### config.mk
export PLATFORM = sky130hd
export DESIGN_NAME = rst_seq_mgr
export DESIGN_NICKNAME = d
export VERILOG_FILES = /design/src/rtl/rst_seq_mgr.sv
export SDC_FILE = /design/constraint.sdc
export NUM_CORES = 1
export LEC_CHECK = 0
export CORE_MARGIN = 4
export CORE_UTILIZATION = 35
export DETAILED_ROUTE_END_ITERATION = 16
export PLACE_DENSITY = 0.6
export SLEW_MARGIN = 20
export SYNTH_ARGS = -nofsm -noshare
export SYNTH_HDL_FRONTEND = slang
export SYNTH_SLANG_ARGS = --single-unit
### constraint.sdc
create_clock -name clk_i -period 2 [get_ports clk_i]
set_clock_uncertainty 0.2 [all_clocks]
set_input_delay 0.5 -clock clk_i [delete_from_list [all_inputs] [get_ports clk_i]]
set_output_delay 0.5 -clock clk_i [all_outputs]
set_load 0.02 [all_outputs]
### src/rtl/rst_seq_mgr.sv
// rst_seq_mgr: fans one system reset out to staggered, stretched per-domain resets
// and records which sources caused them.
module rst_seq_mgr #(
    parameter int unsigned           NumDomains    = 4,
    parameter int unsigned           StretchCycles = 16,
    parameter int unsigned           StagGap       = 4,
    parameter logic [NumDomains-1:0] NdmMask       = 4'b1110
) (
    input  logic                  clk_i,
    input  logic                  rst_ni,
    input  logic                  prog_rst_ni,
    input  logic                  ndmreset_i,
    input  logic                  sw_rst_req_i,
    input  logic                  cause_clr_i,
    output logic [NumDomains-1:0] rst_no,
    output logic [3:0]            rst_cause_o,
    output logic                  busy_o
);
    localparam int CW = $clog2(StretchCycles + 1);
    localparam int GW = $clog2(StagGap + 1);
    localparam int IW = $clog2(NumDomains + 1);

    typedef enum logic [1:0] {HOLD, RELEASE, RUN} state_e;

    state_e                state_q, state_d;
    logic [CW-1:0]         cnt_q, cnt_d;
    logic [GW-1:0]         gap_q, gap_d;
    logic [IW-1:0]         idx_q, idx_d;
    logic [NumDomains-1:0] rst_q, rst_d;
    logic [3:0]            cause_q, cause_d;
    logic                  busy_q, busy_d;
    logic                  full, part;

    always_comb begin
        full    = ~prog_rst_ni | sw_rst_req_i;
        part    = ndmreset_i & ~full;
        state_d = state_q;
        cnt_d   = cnt_q;
        gap_d   = gap_q;
        idx_d   = idx_q;
        rst_d   = rst_q;
        cause_d = (cause_clr_i ? 4'b0000 : cause_q) | {sw_rst_req_i, ndmreset_i, ~prog_rst_ni, 1'b0};
        if (full | part) begin
            state_d = HOLD;
            cnt_d   = '0;
            gap_d   = '0;
            // a partial source leaves unmasked domains at their current level
            rst_d   = full ? '0 : rst_q & ~NdmMask;
        end else begin
            unique case (state_q)
                HOLD: begin
                    if (cnt_q == CW'(StretchCycles - 1)) begin
                        rst_d[0] = 1'b1;
                        idx_d    = IW'(1);
                        gap_d    = '0;
                        state_d  = (NumDomains == 1) ? RUN : RELEASE;
                    end else begin
                        cnt_d = cnt_q + CW'(1);
                    end
                end
                RELEASE: begin
                    if (gap_q == GW'(StagGap - 1)) begin
                        for (int k = 0; k < NumDomains; k++)
                            if (idx_q == IW'(k)) rst_d[k] = 1'b1;
                        gap_d   = '0;
                        idx_d   = idx_q + IW'(1);
                        state_d = (idx_q == IW'(NumDomains - 1)) ? RUN : RELEASE;
                    end else begin
                        gap_d = gap_q + GW'(1);
                    end
                end
                RUN:     rst_d = '1;
                default: state_d = HOLD;
            endcase
        end
        busy_d = (state_d != RUN);
    end

    always_ff @(posedge clk_i) begin
        if (!rst_ni) begin
            state_q <= HOLD;
            cnt_q   <= '0;
            gap_q   <= '0;
            idx_q   <= IW'(1);
            rst_q   <= '0;
            cause_q <= 4'b0001;
            busy_q  <= 1'b1;
        end else begin
            state_q <= state_d;
            cnt_q   <= cnt_d;
            gap_q   <= gap_d;
            idx_q   <= idx_d;
            rst_q   <= rst_d;
            cause_q <= cause_d;
            busy_q  <= busy_d;
        end
    end

    assign rst_no      = rst_q;
    assign rst_cause_o = cause_q;
    assign busy_o      = busy_q;
endmodule

==> flow_summary_export.csv, run 1 <==
group,metric,value,unit
yosys,synth.distinct_cells,37,
sta,slew_violations,0,
final_layout,nets,153,
final_layout,n_fill_cell,276,
sta,hold_slack,0.267,ns
cts,cts.sinks,22,
detailed_routing,ant_nets,0,
critical_path,cp_slowest_cell,"clkdlybuf4s50_1",
placement,hpwlAfterDp,1600,µm
detailed_routing,dr_total_vias,846,
yosys,yosysMostFrequentCell,"dfxtp_1",
yosys,synth_edf_count,0,
floorplanning,start_util,37.2,%
critical_path,cp.arrival,1.25,ns
yosys,synthesis.instances,107,
final_layout,fin_area,0.00139,mm²
critical_path,path_buf_inv,1,
final_layout,n_antenna_cell,0,
final_layout,utilization,49.8,%
sta,finalSetupViolations,0,
critical_path,critPathKind,"register to output port",
cts,hold_buffers,0,
detailed_routing,wl_per_cell,12.0,µm
floorplanning,num_rows,19,
critical_path,cpPeakStageDelay,0.60,ns
cts,htree_levels,1,
worst_hold_path,holdPathStages,2,
sta,layout_setup_ws,0.0476,ns
detailed_routing,routed_wl,2040,µm
yosys,synthTopCellsByArea,"dfxtp_1 43%, ha_1 9.7%, a21oi_1 3.9%",
global_routing,grt_max_degree,13,
sta,max_freq,512,MHz
critical_path,path_max_fanout,2,
cts,clk_latency,0.30,ns
power,power-per-cell-area,541,mW/mm²
yosys,synth_top_area_share,42.5,%
cts,cts_buffers,3,
yosys,synth_top_area_cell,"dfxtp_1",
yosys,netlist_area,0.00104,mm²
final_layout,multiInputGateArea,572,µm²
critical_path,path_cells,"clkdlybuf4s50_1",
global_routing,grt_usage,11.6,%
run,drv_cap,0,
critical_path,crit_cells,1,
yosys,synthTopCellsByCount,"22 x dfxtp_1, 10 x nand2_1, 8 x a21oi_1, 8 x ha_1, 7 x nor2_1",
sta,rsz0062_at_grt,"false",
power,cellLeakagePower,0.618,nW
critical_path,reg2regPathDepth,6,
floorplanning,die_w,62.4,µm
critical_path,cp_top_family,"buffers and inverters",
sta,worstMarginPinSlew,0.361,ns
global_routing,grt_overflow,0,
sta,hold_viol,0,
sta,fin_crit_sh,97.6,%
yosys,ys_seq_elements,22,
cts,cts_root_buf,"clkbuf_4",
power,vdd_ir_drop_max,0.315,mV
floorplanning,die_area,0.00389,mm²
sta,setup_tns,0,ns
placement,finalWeightedCongestion,0.766,
final_layout,seqCellArea,442,µm²
global_routing,grt_first_pass_wirelength,3750,µm
yosys,synth.net_count,121,
yosys,synthArstFlopShare,0,%
cts,path_clk_slew,0.12,ns
final_layout,area_delta_synth_final,33.7,%
floorplanning,coreArea,0.00278,mm²
yosys,syn_area_per_cell,9.68,µm²
placement,dpl_worst_slack,-0.142,ns
placement,numPortBuffers,14,
detailed_routing,dr.pass1.iters,4,
yosys,synth.yosys.seq_area_share,42.5,%
detailed_routing,viasPerCell,5.01,
detailed_routing,drtIter0Drc,16,
critical_path,worstPathRequired,1.30,ns
floorplanning,io-pin-count,15,
final_layout,drive_gt1_share,22.5,%
critical_path,cp-end-kind,"output port",
sta,fin_crit,1.95,ns
cts,clockBufferDepth,2,
yosys,yosys_warnings,0,
cts,cts_tree,"built",
floorplanning,die_h,62.4,µm
global_routing,antenna_found_initial,0,
detailed_routing,drcViolationCount,0,
yosys,synth_flop_cell,"dfxtp_1",
sta,relSlewSlack,76.0,%
critical_path,startpoint_type,"register",
outcome,outcome,"complete, no violations",
placement,placed_cell_area,0.00131,mm²
worst_hold_path,hold_path.class,"register to register",
global_routing,grt_pass1_vias,838,
path summary, 6_finish.rpt:
| path | start | end | slack (ns) |
|---|---|---|---|
| worst min register to register | rst_cause_o[1] | rst_cause_o[1] | 0.27 |
| worst max-delay path | rst_cause_o[2] | rst_cause_o[2] | 0.05 |
| worst max register to register | cnt_q[0] | cnt_q[3] | 0.08 |
| worst min-delay path | rst_cause_o[1] | rst_cause_o[1] | 0.27 |
power by group:
part | total, mW | internal, mW | switching [mW] | leakage (nW)
sequential | 0.447 | 0.444 | 0.00301 | 0.179
clock | 0.244 | 0.111 | 0.133 | 0.0210
combinational | 0.0585 | 0.0321 | 0.0263 | 0.418
total | 0.750 | 0.587 | 0.162 | 0.618
logic make-up after synthesis:
group | synth area share [%]
compound gates | 18.4
flops | 42.5
fa+ha+maj | 9.66
simple gates | 20.7
mux | 2.90
xor+xnor | 1.69
buf+inv | 4.23
state kept, by name, indices dropped and copies added, names as in the netlist:
| name | count |
|---|---|
| gap_q | 3 |
| idx_q | 3 |
| cnt_q | 5 |
| state_q | 2 |
| busy_o | 1 |
| rst_cause_o | 4 |
| rst_no | 4 |
metrics by stage:
stage | power [mW] | cells
floorplan | 0.478 | 107
global placement | 0.516 | 165
detailed placement | 0.517 | 165
CTS | 0.762 | 169
global route | 0.786 | 169
finish | 0.750 | 169
area by class of cell:
type	count	share of cell area [%]
multi-input combinational	76	41.3
sequential	22	31.9
timing repair buffer	30	19.8
tap	31	2.80
clock buffer	4	2.62
inverter	6	1.63
layer usage:
layer | track usage (%) | routed length [µm] | up-vias
li1 | - | - | 439
met1 | 14.3 | 987 | 394
met2 | 19.3 | 964 | 9
met3 | 2.70 | 50 | 4
met4 | 4.77 | 34 | 0
met5 | 0 | 0 | -
cell usage in the layout (no fill, tap or decap), drive strengths merged:
cell	count
a2111oi	1
a211o	1
a211oi	1
a21o	1
a21oi	8
a221o	1
a311oi	1
a31o	1
a32oi	1
and2	1
and2b	1
and3	1
and4bb	1
buf	16
clkbuf	4
clkdlybuf4s50	7
dfxtp	22
dlygate4sd2	1
dlymetal6s2s	6
ha	8
inv	6
mux2i	3
nand2	10
nand2b	3
nand3	3
nor2	7
nor2b	2
nor3	1
nor3b	1
nor4b	1
o21a	1
o21ai	5
o21bai	1
o22ai	1
o32a	1
or3	5
or3b	1
xnor2	2
repair_timing:
| action | in CTS | in global routing |
|---|---|---|
| resized for setup | 5 | 7 |
| setup buffers | 0 | 0 |
| endpoints found under the setup margin | 2 | 7 |
| pin swaps | 0 | 1 |
No activity file was read; power rests on OpenSTA's default activity.
==> run 2: changes to the inputs <==
--- a/config.mk
+++ b/config.mk
@@ -8,6 +8,7 @@
 export CORE_MARGIN = 4
 export CORE_UTILIZATION = 35
 export DETAILED_ROUTE_END_ITERATION = 16
+export GPL_ROUTABILITY_DRIVEN = 0
 export PLACE_DENSITY = 0.6
 export SLEW_MARGIN = 20
 export SYNTH_ARGS = -nofsm -noshare
==> results of run 2 <==
No change in the layout: final DEF, timing and power equal those of run 1.
